**config.mk**
```make
export PLATFORM = sky130hd
export DESIGN_NAME = pla_rom_scan_ctrl
export DESIGN_NICKNAME = d
export VERILOG_FILES = /design/src/rtl/pla_rom_scan_ctrl.sv
export SDC_FILE = /design/constraint.sdc
export NUM_CORES = 1
export LEC_CHECK = 0
export BUFFER_PORTS_ARGS = -buffer_cell sky130_fd_sc_hd__buf_4
export CAP_MARGIN = 20
export CORE_UTILIZATION = 55
export DETAILED_ROUTE_END_ITERATION = 6
export PLACE_DENSITY = 0.81
export RECOVER_POWER = 50
export SETUP_SLACK_MARGIN = 0.4
export SLEW_MARGIN = 5
export SYNTH_ARGS = -nofsm -noshare
export SYNTH_HDL_FRONTEND = slang
export SYNTH_SLANG_ARGS = --single-unit
```
**constraint.sdc**
```tcl
create_clock -name clk -period 2.6 [get_ports clk]
set_input_delay 0.39 -clock clk [delete_from_list [all_inputs] [get_ports clk]]
set_output_delay 0.39 -clock clk [all_outputs]
set_load 0.03 [all_outputs]
```
**src/rtl/pla_rom_scan_ctrl.sv**
```systemverilog
// Scan sequencer for the 6-in/48-out PLA ROM: walks an address range, streams
// (address, word) pairs through a 2-entry valid/ready buffer and folds every
// delivered word into a 48-bit rotate-XOR signature.
//
// Handshake: an entry moves downstream on a cycle where out_valid && out_ready
// at the rising edge; out_addr/out_data hold steady while out_valid && !out_ready.
module pla_rom_scan_ctrl #(
  parameter int ADDR_W = 6,
  parameter int DATA_W = 48
) (
  input  logic              clk,
  input  logic              rst_n,
  input  logic              start,
  input  logic [ADDR_W-1:0] start_addr,
  input  logic [6:0]        count,
  input  logic              abort,
  output logic [ADDR_W-1:0] rom_addr,
  input  logic [DATA_W-1:0] rom_data,
  output logic              out_valid,
  input  logic              out_ready,
  output logic [ADDR_W-1:0] out_addr,
  output logic [DATA_W-1:0] out_data,
  output logic              busy,
  output logic              done,
  output logic [DATA_W-1:0] signature,
  output logic [1:0]        dbg_state
);

  localparam int ENT_W = ADDR_W + DATA_W;

  typedef enum logic [1:0] {
    IDLE  = 2'd0,
    RUN   = 2'd1,
    DRAIN = 2'd2
  } state_t;

  state_t              state_q, state_d;
  logic [ADDR_W-1:0]   addr_q, addr_d;
  logic [6:0]          rem_q, rem_d;
  logic [DATA_W-1:0]   sig_q, sig_d;
  logic                done_q, done_d;

  logic [ENT_W-1:0]    mem_q [2];
  logic                wr_q, rd_q;
  logic [1:0]          occ_q;

  logic                push, pop;
  logic [6:0]          count_clamped;
  logic [ENT_W-1:0]    head;

  assign head          = mem_q[rd_q];
  assign out_valid     = (occ_q != 2'd0);
  assign out_addr      = head[ENT_W-1:DATA_W];
  assign out_data      = head[DATA_W-1:0];
  assign rom_addr      = addr_q;
  assign busy          = (state_q != IDLE);
  assign done          = done_q;
  assign signature     = sig_q;
  assign dbg_state     = state_q;
  assign count_clamped = (count > 7'd64) ? 7'd64 : count;

  // Abort discards the cycle's transfers so the signature holds its value.
  assign pop  = out_valid && out_ready && !abort;
  assign push = (state_q == RUN) && !abort && ((occ_q != 2'd2) || pop);

  always_comb begin
    state_d = state_q;
    addr_d  = addr_q;
    rem_d   = rem_q;
    done_d  = 1'b0;
    sig_d   = pop ? ({sig_q[DATA_W-2:0], sig_q[DATA_W-1]} ^ out_data) : sig_q;
    case (state_q)
      IDLE: begin
        if (start && !abort) begin
          addr_d = start_addr;
          rem_d  = count_clamped;
          sig_d  = '0;
          if (count_clamped == 7'd0) done_d  = 1'b1;
          else                       state_d = RUN;
        end
      end
      RUN: begin
        if (push) begin
          addr_d = addr_q + 1'b1;
          rem_d  = rem_q - 7'd1;
          if (rem_q == 7'd1) state_d = DRAIN;
        end
      end
      DRAIN: begin
        // Empty once the pop happening this cycle (if any) is counted.
        if (occ_q == {1'b0, pop}) begin
          done_d  = 1'b1;
          state_d = IDLE;
        end
      end
      default: state_d = IDLE;
    endcase
    if (abort) begin
      state_d = IDLE;
      done_d  = 1'b0;
    end
  end

  always_ff @(posedge clk or negedge rst_n) begin
    if (!rst_n) begin
      state_q <= IDLE;
      addr_q  <= '0;
      rem_q   <= '0;
      sig_q   <= '0;
      done_q  <= 1'b0;
    end else begin
      state_q <= state_d;
      addr_q  <= addr_d;
      rem_q   <= rem_d;
      sig_q   <= sig_d;
      done_q  <= done_d;
    end
  end

  always_ff @(posedge clk or negedge rst_n) begin
    if (!rst_n) begin
      mem_q[0] <= '0;
      mem_q[1] <= '0;
      wr_q     <= 1'b0;
      rd_q     <= 1'b0;
      occ_q    <= 2'd0;
    end else if (abort) begin
      wr_q  <= 1'b0;
      rd_q  <= 1'b0;
      occ_q <= 2'd0;
    end else begin
      if (push) begin
        mem_q[wr_q] <= {addr_q, rom_data};
        wr_q        <= ~wr_q;
      end
      if (pop) rd_q <= ~rd_q;
      occ_q <= occ_q + {1'b0, push} - {1'b0, pop};
    end
  end

endmodule
```
# [Word-level counts from Yosys, hierarchy flattened]
# Cells that the tools add are included.
[word_totals] ff_bits=176 output_inout_bits=113 inputBits=66 wordCells=87
[classes] mux=33 n_lt_le_gt_ge=4 n_eq_ne=12 n_addsub=4 reduce_logical=18 bitwise=6
[ops] cell="54-bit two-way mux" n=4
[ops] cell="48-bit two-way mux" n=3
[ops] cell="108-bit bitwise mux" n=1
[ops] cell="54-bit demux with 1-bit select" n=1
[ops] cell="48-bit bitwise XOR" n=1
[ops] cell="7-bit two-way mux" n=3
[ops] cell="2-bit two-way mux" n=7
[ops] cell="7-bit case mux with 2 select lines" n=1
[ops] cell="6-bit two-way mux" n=2
[ops] cell="3-bit inequality test (second input constant)" n=4
[ops] cell="6-bit case mux with 2 select lines" n=1
[ops] cell="2-bit nonzero test" n=5
[ops] cell="1-bit two-way mux" n=8
[ops] cell="7-bit by 1-bit == test with 1-bit output (second input constant)" n=1
[ops] cell="7-bit greater-than comparator (second input constant)" n=1
[ops] cell="7-bit logical NOT" n=1
[ops] cell="7-bit by 1-bit subtractor with 7-bit output (second input constant)" n=1
[ops] cell="6-bit by 1-bit adder with 6-bit output (second input constant)" n=1
[ops] cell="1-bit logical AND" n=6
[ops] cell="2-bit inequality test (second input constant)" n=3
[ops] cell="2-bit case mux with 3 select lines" n=1
[ops] cell="5-bit AND reduction" n=1
[ops] cell="2-bit >= comparator (second input constant)" n=2
[ops] cell="1-bit inverter with 2-bit output" n=2
[ops] cell="other kinds (14)" n=16

# [Depth between registers and ports, before layout]
[depth] word_depth=8 depth_mapped=9

# [Least setup slack after synthesis]
# OpenSTA, ideal clock, no wires.
[synth_path] kind="register to register" start="register state_q[1] (netlist: dbg_state[1])" end="register occ_q[1]" period_less_slack_ns=1.946 setup_time_ns=0.122 path_stages_with_launch=10 slack_ns=0.654 arrival_time_ns=1.824 cell_sequence="dfrtp_1 buf_2 nor2_1 nand3_2 ha_1 inv_1 ha_1 xor2_1 xnor2_1 nor2_1"
[synth_via] elab_chain_len=6
[synth_rtl] item="start: declaration" line="37" rtl="state_t state_q, state_d;"
[synth_rtl] item="start signal: assignment" line="112" rtl="state_q <= state_d;"
[synth_rtl] item="2-bit by 1-bit == test with 1-bit output" line="64" rtl="assign push = (state_q == RUN) && !abort && ((occ_q != 2'd2) || pop);"
[synth_rtl] item="1-bit logical AND (2 in a row)" line="64"
[synth_rtl] item="2-bit by 1-bit adder with 2-bit output" line="137" rtl="occ_q <= occ_q + {1'b0, push} - {1'b0, pop};"
[synth_rtl] item="2-bit by 1-bit subtractor with 2-bit output" line="137"
[synth_rtl] item="2-bit two-way mux" line="127" rtl="end else if (abort) begin"
[synth_rtl] item="end signal: assignment" line="137"
[synth_rtl] item="end: declaration" line="45" rtl="logic [1:0] occ_q;"
# Every way passes these cells.
# A chain may end at the register's enable or synchronous reset.

# [Worst setup path after layout]
[layout_path] start="register rd_q" end="output out_data[44]"
[layout_via] elab_chain_len=4
[layout_rtl] item="start: declaration" line="44" rtl="logic wr_q, rd_q;"
[layout_rtl] item="start signal: assignment" line="136" rtl="if (pop) rd_q <= ~rd_q;"
[layout_rtl] item="1-bit inverter with 2-bit output (implied by the code)" line="51" rtl="assign head = mem_q[rd_q];"
[layout_rtl] item="54-bit two-way mux (implied by the code) (3 in a row)" line="51"
[layout_rtl] item="end: declaration" line="22" rtl="output logic [DATA_W-1:0] out_data,"
# Every way passes these cells. The select of a mux whose other input is x is not followed.

==> impl_metrics.json <==
{
  "wl_per_cell_um": 19.4,
  "required_ns": 2.21,
  "cts_num_sinks": 176,
  "clk_path_buf_depth": 2,
  "die_w_um": 124,
  "antenna_found_initial": 0,
  "worstPathArrival_ns": 1.70,
  "fin_tns_setup_ns": 0,
  "period_minus_slack_ns": 2.09,
  "place_ws_ns": 0.476,
  "root_buffer": "clkbuf_16",
  "rows": 44,
  "portBuffers": 178,
  "timing.fmax_mhz": 478,
  "initial_core_util": 0.563,
  "placed_cell_area_um2": 9720,
  "grt_setup_unrepaired": "false",
  "drv_cap": 0,
  "diodes": 0,
  "synth_nets": 656,
  "grt_overflow": 0,
  "ys_seq_elements": 176,
  "die_area_um2": 15400,
  "ant_nets": 0,
  "worst_hold_slack_ns": 0.185,
  "fin_area_um2": 10100,
  "setup_ws_ns": 0.508,
  "area_growth_pct": 23.7,
  "grt_pass1_vias": 5410,
  "ir_drop_v": 0.000617,
  "drt-total-wl_mm": 18.7,
  "p_leak_nw": 4.80,
  "grt_pass1_wl_mm": 28.9,
  "ys.warnings.count": 0,
  "path_class": "register to output pin",
  "io_pins": 179,
  "cts.htree.levels": 4,
  "clk_latency_ns": 0.43,
  "cts_buffers": 17,
  "outcome": "complete, no violations",
  "drt-pass1-iter-count": 4,
  "avgSynthCellArea_um2": 14.0,
  "via_per_inst": 5.68,
  "die_h_um": 124,
  "maxSlewViolCount": 0,
  "power.density_nw_per_um2": 1070,
  "critPathLaunchType": "register",
  "fin_worst_skew_ns": 0.00826,
  "end_kind": "output pin",
  "hp-class": "primary input to register",
  "finalCritPeriodShare": 0.805,
  "final-hold-violation-count": 0,
  "synthArstFlopShare": 1.00,
  "num_vias": 5450,
  "grt_usage": 0.250,
  "syn_inst": 585,
  "synth_ff_type": "dfrtp_1",
  "tightest_slew_ns": 1.23,
  "clk_pin_slew_ns": 0.07,
  "yosysUniqueCellTypes": 46,
  "core_um2": 14500,
  "finalPower_mw": 10.8,
  "synth_edf_count": 0,
  "drive_above_1_share": 0.343,
  "syn_area_um2": 8190,
  "n_fill_cell": 1048,
  "drc": 0,
  "grt_start_max_net_pins": 83,
  "dpl.hpwl_mm": 12.8,
  "finalWeightedCongestion": 0.873,
  "nets": 835,
  "path_max_fanout": 26,
  "tritoncts": "built",
  "setup_viol_count_final": 0,
  "slew_headroom": 0.181,
  "drt_iter0_markers": 252,
  "seq_area_frac_synth": 0.538
}
==> kinds of logic (layout without fill, tap and decap cells) <==
| family | Yosys count | in the layout | synth area share |
|---|---|---|---|
| adders and majority gates | 5 | 5 | 0.00764 |
| xor gates and xnor gates | 51 | 51 | 0.0545 |
| buffers and inverters | 39 | 230 | 0.0277 |
| and+or+nand+nor | 59 | 59 | 0.0411 |
| DFF | 176 | 176 | 0.538 |
| muxes | 163 | 163 | 0.247 |
| AOI/OAI and AO/OA | 92 | 92 | 0.0843 |
==> through the flow <==
| step | util | cells |
|---|---|---|
| after global routing | 0.697 | 960 |
| after CTS | 0.711 | 960 |
| after floorplan | - | 585 |
| after detailed placement | 0.669 | 927 |
| final | 0.697 | 960 |
| after global placement | 0.669 | 927 |
==> state kept, by name, indices dropped and copies added, names as in the netlist <==
register and flops:
done 1, occ_q 2, signature 48, rd_q 1, mem_q 108, rem_q 7, rom_addr 6, dbg_state 2
wr_q 1
==> layout by cell type, fill, tap and decap left out, drive strengths merged, types with 3 or more instances in the layout <==
master    count
dfrtp       176
mux2        162
buf         138
clkbuf       72
xor2         50
a22o         49
a21oi        18
nor2         14
nand2        11
o21ai        11
inv           9
clkinvlp      6
nand3         6
ha            5
nor3          5
nor2b         4
nor3b         3
o22ai         3
nand2b        3
nand4         3
==> report_power, final <==
part | internal (mW) | switching, mW
clock | 1.43 | 1.12
combinational | 1.78 | 2.30
sequential | 3.59 | 0.616
==> repair_timing <==
action,in CTS,in global routing
hold buffers,1,0
hold endpoints to repair,45,0
resized for setup,1,0
setup buffers,1,0
cloned,0,0
pin swaps,0,1
endpoints found under the setup margin,38,8
==> area by class of cell <==
cell class	instances	area [um2]	share of cell area
clock inverters	14	160	0.0158
inverters	5	18.8	0.00185
multi-input cells	370	3580	0.353
clock buffers	17	425	0.0420
flip-flops and latches	176	4410	0.435
repair buffers	194	1310	0.129
well taps	184	230	0.0227
==> worst max-delay path: stages (launching register included) <==
cell and delay (ns):
dfrtp_4 0.51, buf_12 0.19, mux2_1 0.38, buf_4 0.19
==> cell usage after synthesis (3+ instances only) <==
master,instances,share of area
nand2b_1,3,0.0023
inv_1,5,0.0023
buf_6,5,0.0069
clkbuf_1,5,0.0023
nor2_1,13,0.0060
a22o_1,49,0.052
xor2_1,50,0.053
a21oi_1,18,0.011
nand2_1,11,0.0050
nand3_1,5,0.0031
buf_4,5,0.0046
nor3_1,5,0.0031
o21ai_1,9,0.0055
nor2b_1,4,0.0031
mux2_1,79,0.11
ha_1,5,0.0076
dfrtp_1,176,0.54
mux2_4,50,0.092
buf_2,19,0.012
nor3b_1,3,0.0027
o22ai_1,3,0.0023
mux2_2,33,0.045
==> per-layer routing <==
metal  wire, um  track usage  vias up
met5          0            0        -
met4        282       0.0818        0
met3        921       0.0517       21
met2       9230        0.402      161
met1       8230        0.341     2803
li1           -            -     2465
==> final timing paths <==
kind,startpoint,end,slack (ns),cells after the start
max in group asynchronous,rst_n,signature[47]$_DFF_PN0_,0.58,3
min in group asynchronous,rst_n,signature[1]$_DFF_PN0_,0.77,2
setup / recovery,rd_q$_DFFE_PN0P_,out_data[44],0.51,3
hold / removal,rom_data[40],mem_q[40]$_DFFE_PN0P_,0.19,2
hold reg to reg,mem_q[76]$_DFFE_PN0P_,mem_q[76]$_DFFE_PN0P_,0.48,1
setup reg to reg,dbg_state[1]$_DFFE_PN0P_,mem_q[77]$_DFFE_PN0P_,0.52,5
(Power assumes the default switching activity.)
